[src/rtl/rooth_clint_mc.sv]
// Core-local interrupt controller: takes sync traps (ECALL/EBREAK), masked async
// interrupts and MRET, and sequences the mepc/mstatus/mcause writes and PC redirect.
module rooth_clint_mc #(
    parameter int                 INT_NUM    = 8,
    parameter logic [INT_NUM-1:0] INT_EDGE   = {INT_NUM{1'b0}},
    parameter int                 CAUSE_BASE = 16
) (
    input  logic               clk,
    input  logic               rst,
    input  logic [INT_NUM-1:0] int_flag_i,
    input  logic [INT_NUM-1:0] int_en_i,
    input  logic [31:0]        wb_inst_i,
    input  logic [31:0]        wb_inst_addr_i,
    input  logic [31:0]        int_epc_i,
    input  logic [31:0]        csr_mtvec,
    input  logic [31:0]        csr_mepc,
    input  logic [31:0]        csr_mstatus,
    output logic               we_o,
    output logic [11:0]        waddr_o,
    output logic [31:0]        data_o,
    output logic               hold_flag_o,
    output logic               int_assert_o,
    output logic [31:0]        int_addr_o,
    output logic [INT_NUM-1:0] int_ack_o,
    output logic [2:0]         dbg_state
);

    localparam logic [31:0] INST_ECALL  = 32'h0000_0073;
    localparam logic [31:0] INST_EBREAK = 32'h0010_0073;
    localparam logic [31:0] INST_MRET   = 32'h3020_0073;

    typedef enum logic [2:0] {
        S_IDLE, S_MEPC, S_MSTATUS, S_MCAUSE, S_ASSERT, S_MRET_MSTATUS, S_MRET_ASSERT
    } state_t;

    state_t             state_q, state_d;
    logic [INT_NUM-1:0] flag_q, pend_q, pending, eligible, win_onehot;
    logic [4:0]         winner;
    logic [31:0]        epc_q, cause_q, cause_d;
    logic               is_ecall, is_ebreak, is_sync, is_mret, async_req, sel_trap;

    // Edge sources use the latched bit, level sources pass the raw request through.
    assign pending   = (INT_EDGE & pend_q) | (~INT_EDGE & int_flag_i);
    assign eligible  = pending & int_en_i;
    assign async_req = (|eligible) & csr_mstatus[3];

    assign is_ecall  = (wb_inst_i == INST_ECALL);
    assign is_ebreak = (wb_inst_i == INST_EBREAK);
    assign is_sync   = is_ecall | is_ebreak;
    assign is_mret   = (wb_inst_i == INST_MRET);
    assign sel_trap  = is_sync | async_req;

    always_comb begin
        winner = '0;
        for (int i = INT_NUM - 1; i >= 0; i--) begin
            if (eligible[i]) winner = 5'(i);
        end
        win_onehot = INT_NUM'(1) << winner;
    end

    always_comb begin
        if (is_ecall)       cause_d = 32'd11;
        else if (is_ebreak) cause_d = 32'd3;
        else                cause_d = 32'h8000_0000 | (32'(CAUSE_BASE) + 32'(winner));
    end

    always_ff @(posedge clk) begin
        if (rst) begin
            state_q <= S_IDLE;
            flag_q  <= '0;
            pend_q  <= '0;
            epc_q   <= '0;
            cause_q <= '0;
        end else begin
            state_q <= state_d;
            flag_q  <= int_flag_i;
            // A new rising edge beats the ack clear in the same cycle.
            pend_q  <= INT_EDGE & ((int_flag_i & ~flag_q) | (pend_q & ~int_ack_o));
            if (state_q == S_IDLE && sel_trap) begin
                epc_q   <= is_sync ? wb_inst_addr_i : int_epc_i;
                cause_q <= cause_d;
            end
        end
    end

    always_comb begin
        state_d   = state_q;
        int_ack_o = '0;
        case (state_q)
            S_IDLE: begin
                if (sel_trap) begin
                    state_d = S_MEPC;
                    if (!is_sync) int_ack_o = win_onehot;
                end else if (is_mret) begin
                    state_d = S_MRET_MSTATUS;
                end
            end
            S_MEPC:         state_d = S_MSTATUS;
            S_MSTATUS:      state_d = S_MCAUSE;
            S_MCAUSE:       state_d = S_ASSERT;
            S_ASSERT:       state_d = S_IDLE;
            S_MRET_MSTATUS: state_d = S_MRET_ASSERT;
            S_MRET_ASSERT:  state_d = S_IDLE;
            default:        state_d = S_IDLE;
        endcase
    end

    always_comb begin
        we_o         = 1'b0;
        waddr_o      = '0;
        data_o       = '0;
        int_assert_o = 1'b0;
        int_addr_o   = '0;
        hold_flag_o  = (state_q != S_IDLE) || sel_trap || is_mret;
        case (state_q)
            S_MEPC: begin
                we_o    = 1'b1;
                waddr_o = 12'h341;
                data_o  = epc_q;
            end
            S_MSTATUS: begin
                we_o      = 1'b1;
                waddr_o   = 12'h300;
                data_o    = csr_mstatus;
                data_o[7] = csr_mstatus[3];
                data_o[3] = 1'b0;
            end
            S_MCAUSE: begin
                we_o    = 1'b1;
                waddr_o = 12'h342;
                data_o  = cause_q;
            end
            S_ASSERT: begin
                int_assert_o = 1'b1;
                // Vectored mode only applies to interrupts; exceptions go to the base.
                if (cause_q[31] && csr_mtvec[1:0] == 2'b01)
                    int_addr_o = {csr_mtvec[31:2], 2'b00} + (cause_q << 2);
                else
                    int_addr_o = {csr_mtvec[31:2], 2'b00};
            end
            S_MRET_MSTATUS: begin
                we_o      = 1'b1;
                waddr_o   = 12'h300;
                data_o    = csr_mstatus;
                data_o[3] = csr_mstatus[7];
                data_o[7] = 1'b1;
            end
            S_MRET_ASSERT: begin
                int_assert_o = 1'b1;
                int_addr_o   = csr_mepc;
            end
            default: ;
        endcase
    end

    assign dbg_state = state_q;

endmodule

[config.mk]
export PLATFORM = sky130hd
export DESIGN_NAME = rooth_clint_mc
export DESIGN_NICKNAME = d
export VERILOG_FILES = /design/src/rtl/rooth_clint_mc.sv
export SDC_FILE = /design/constraint.sdc
export NUM_CORES = 1
export LEC_CHECK = 0
export CAP_MARGIN = 10
export CORE_ASPECT_RATIO = 0.7
export CORE_MARGIN = 5
export CORE_UTILIZATION = 30
export DETAILED_ROUTE_END_ITERATION = 8
export PLACE_DENSITY = 0.83
export RECOVER_POWER = 50
export SLEW_MARGIN = 20
export SYNTH_ARGS = -nofsm -noshare
export SYNTH_HDL_FRONTEND = slang
export SYNTH_SLANG_ARGS = --single-unit
[constraint.sdc]
create_clock -name clk -period 2 [get_ports clk]
set_input_delay 0.2 -clock clk [delete_from_list [all_inputs] [get_ports clk]]
set_output_delay 0.2 -clock clk [all_outputs]
set_load 0.02 [all_outputs]
==> flow_metrics.py <==
metrics = {
    "drt": {
        "drt_wl_total_um": 23900,
        "drtAntennaViolNets": 0,
        "route.vias.total": 5809,
        "drtPass1Iterations": 5,
        "routed_via_density": 5.55,
        "drt_iter0_drc": 388,
        "avgRoutedWirePerCell_um": 22.9,
        "drc": 0,
    },
    "finish": {
        "fin_area_um2": 9410,
        "area_growth_pct": 156,
        "final_layout_size_suffix_gt1_frac": 0.483,
        "final_cell_mix": "clkdlybuf4s50_1 (152), buf_4 (130), buf_6 (57), dlygate4sd2_1 (41), o21ai_0 (38)",
        "final_common_cell": "clkdlybuf4s50_1",
        "fin_nets": 1103,
        "final-instance-count-excl-fill": 1046,
    },
    "setup_path": {
        "cpPeakStageDelay_ps": 370,
        "path_buf_inv": 1,
        "critPathMaxFanout": 5,
        "startpoint_type": "flop",
        "crit_slowest_cell": "fa_2",
        "crit_arrival_ps": 2310,
        "cp_data_required_time_ps": 1800,
        "critPathCaptureType": "output pin",
        "crit_family": "compound AO/OA/AOI/OAI gates",
        "worstPathCellList": "ha_4 -> fa_2 -> a211oi_4 -> o21ba_4 -> nor4_2 -> xnor2_1 -> a21oi_2 -> buf_6",
        "crit_type": "reg -> out",
    },
    "yosys": {
        "async_reset_ff_frac": 0,
        "synth_top_family_by_area": "compound AO/OA/AOI/OAI gates",
        "synth_edf_count": 0,
        "syn_inst": 464,
        "synth_area_um2": 3680,
        "ys_warn_count": 0,
        "synth-xor-area-share": 0.0547,
        "syn_avg_cell_area_um2": 7.94,
        "ys_types": 63,
        "synth_fa_ha_area_frac": 0.0224,
        "synth.area.mux_share": 0.0989,
        "ys_seq_elements": 40,
        "synthSimpleGateAreaFrac": 0.209,
        "synth_ff_type": "dfxtp_1",
        "synth-compound-area-share": 0.330,
        "yosysSeqAreaShare": 0.217,
    },
    "sta": {
        "whs_ps": 473,
        "rsz0062_at_grt": "yes",
        "fmax_ghz": 0.399,
        "max_slew_margin": 0.603,
        "period_minus_slack_ps": 2510,
        "skew_ps": 8.41,
        "final.setup.worst_slack_ps": -507,
        "hold_viol": 0,
        "post-route-period-util": 1.25,
        "tightest_slew_ps": 593,
        "final_max_slew_viol_count": 0,
        "setup_viol": 74,
    },
    "global_route": {
        "grt_pass1_vias": 5666,
        "grt_overflow": 0,
        "gr-usage-all-layers": 0.263,
        "grt_pass1_wl_um": 30600,
        "antenna_found_initial": 1,
        "grt_max_degree": 34,
    },
    "placed_design": {
        "place_hpwl_um": 15600,
        "place_area_um2": 7670,
        "globalplace.congestion": 0.941,
        "dp.cells": 979,
        "dp_slack_ps": -1040,
        "portBuffers": 292,
    },
    "floorplan": {
        "core_area_um2": 11900,
        "io_pins": 300,
        "rows": 33,
        "die_w_um": 142,
        "die_area_um2": 14600,
        "die_y_um": 103,
        "start_util": 0.311,
    },
    "clocking": {
        "numClockSinks": 40,
        "root_buffer": "clkbuf_16",
        "cts_buffers": 5,
        "clock_path_buffers": 2,
        "path_clk_slew_ps": 70,
        "clock_latency_ps": 290,
        "h-tree-depth": 2,
        "tritoncts": "built",
    },
    "pwr": {
        "max-vdd-ir-drop_mv": 0.310,
        "power_density_nw_per_um2": 580,
        "p_leak_uw": 0.00384,
    },
    "outcome": {
        "status": "complete, but fails checks",
        "violations": "negative setup slack",
    },
    "hold_path": {
        "hold_class": "reg -> reg",
    },
    "run": {
        "drv_cap": 0,
    },
}
state kept, by name (all words and copies together), names as in the netlist:
name,count
epc_q,32
cause_q,5
dbg_state,3
synthesized netlist by cell type, types with 4 or more instances:
cell type  count  area, um2
nand2_1       27        101
inv_1          7       26.3
ha_1           5       62.6
a31oi_1        5       31.3
and2_1         5       31.3
nor2_1        18       67.6
xnor2_1        7       61.3
a22oi_1        7       52.6
a21oi_1       29        145
buf_2          4       20.0
clkbuf_1      28        105
buf_4         10       75.1
and3_1         6       37.5
o2bb2ai_1     32        280
nor4_1        10       62.6
nor3_1         7       35.0
a22o_1        28        245
a211oi_1       8       60.1
nand4_1       11       68.8
dfxtp_1       40        801
or3_1          5       31.3
mux2i_1       33        330
o21ai_0       44        220
nand3_1       13       65.1
xor2_1        16        140
layer usage:
| metal | wire length, um | track usage | share of wire | vias to the layer above |
|---|---|---|---|---|
| met3 | 1890 | 0.0580 | 0.079 | 61 |
| met5 | 0 | 0 | 0 | - |
| met2 | 11700 | 0.450 | 0.49 | 311 |
| met4 | 657 | 0.0614 | 0.027 | 0 |
| met1 | 9640 | 0.341 | 0.40 | 2811 |
| li1 | - | - | - | 2626 |
area by class of cell:
type / instances / area (um2)
multi-input combinational: 378 / 3850
clock buffer: 5 / 125
tap: 157 / 196
timing repair buffer: 454 / 4340
inverter: 8 / 31.3
fill: 726 / 2440
sequential: 40 / 816
antenna: 1 / 2.50
clock inverter: 3 / 42.5
metrics by stage:
| step | TNS, ps | total power (uW) | util |
|---|---|---|---|
| after detailed placement | -65600 | 3800 | 0.647 |
| after CTS | -9630 | 4990 | 0.713 |
| after global routing | -20250 | 5630 | 0.794 |
| final | -11220 | 5450 | 0.794 |
| after floorplan | -216 | 2230 | - |
| after global placement | -61930 | 3750 | 0.647 |
worst reg2reg max path: stages, from the launching register on:
cell,delay [ps]
dfxtp_2,340
buf_6,130
buf_4,150
or3_1,420
buf_4,170
nor2_1,180
o21ai_4,160
clkbuf_16,220
o2bb2ai_2,150
power by group:
part / internal (uW) / leakage (uW) / switching (uW) / total, uW
Sequential: 918 / 0.000331 / 112 / 1030
Combinational: 1740 / 0.00343 / 1750 / 3490
Clock: 587 / 0.0000798 / 344 / 931
cells by family (layout without fill, tap and decap cells):
logic type / Yosys count / in the layout
AO/OA/AOI/OAI: 175 / 175
AND/OR/NAND/NOR: 131 / 131
buffers and inverters: 52 / 470
flip-flops: 40 / 40
multiplexers: 36 / 36
XOR/XNOR: 23 / 23
adder cells (fa/ha/maj): 6 / 6
other: 1 / 8
repair_timing:
| item | 4_1_cts | 5_1_grt |
|---|---|---|
| hold buffers | 0 | 0 |
| cloned | 3 | 9 |
| setup endpoints to repair | 115 | 109 |
| resized for setup | 534 | 184 |
| pin swaps | 105 | 80 |
| setup buffers | 39 | 16 |
worst paths after layout:
| check | startpoint | cells past startpoint | slack, ps | end |
|---|---|---|---|---|
| setup / recovery | cause_q[0]$_SDFFE_PP0P_ | 8 | -510 | int_addr_o[26] |
| hold / removal | epc_q[30]$_SDFFE_PP0P_ | 1 | 470 | epc_q[30]$_SDFFE_PP0P_ |
| setup reg to reg | dbg_state[0]$_SDFFE_PP0P_ | 8 | 20 | epc_q[9]$_SDFFE_PP0P_ |
| hold reg to reg | epc_q[30]$_SDFFE_PP0P_ | 1 | 470 | epc_q[30]$_SDFFE_PP0P_ |
(Power assumes the default switching activity.)
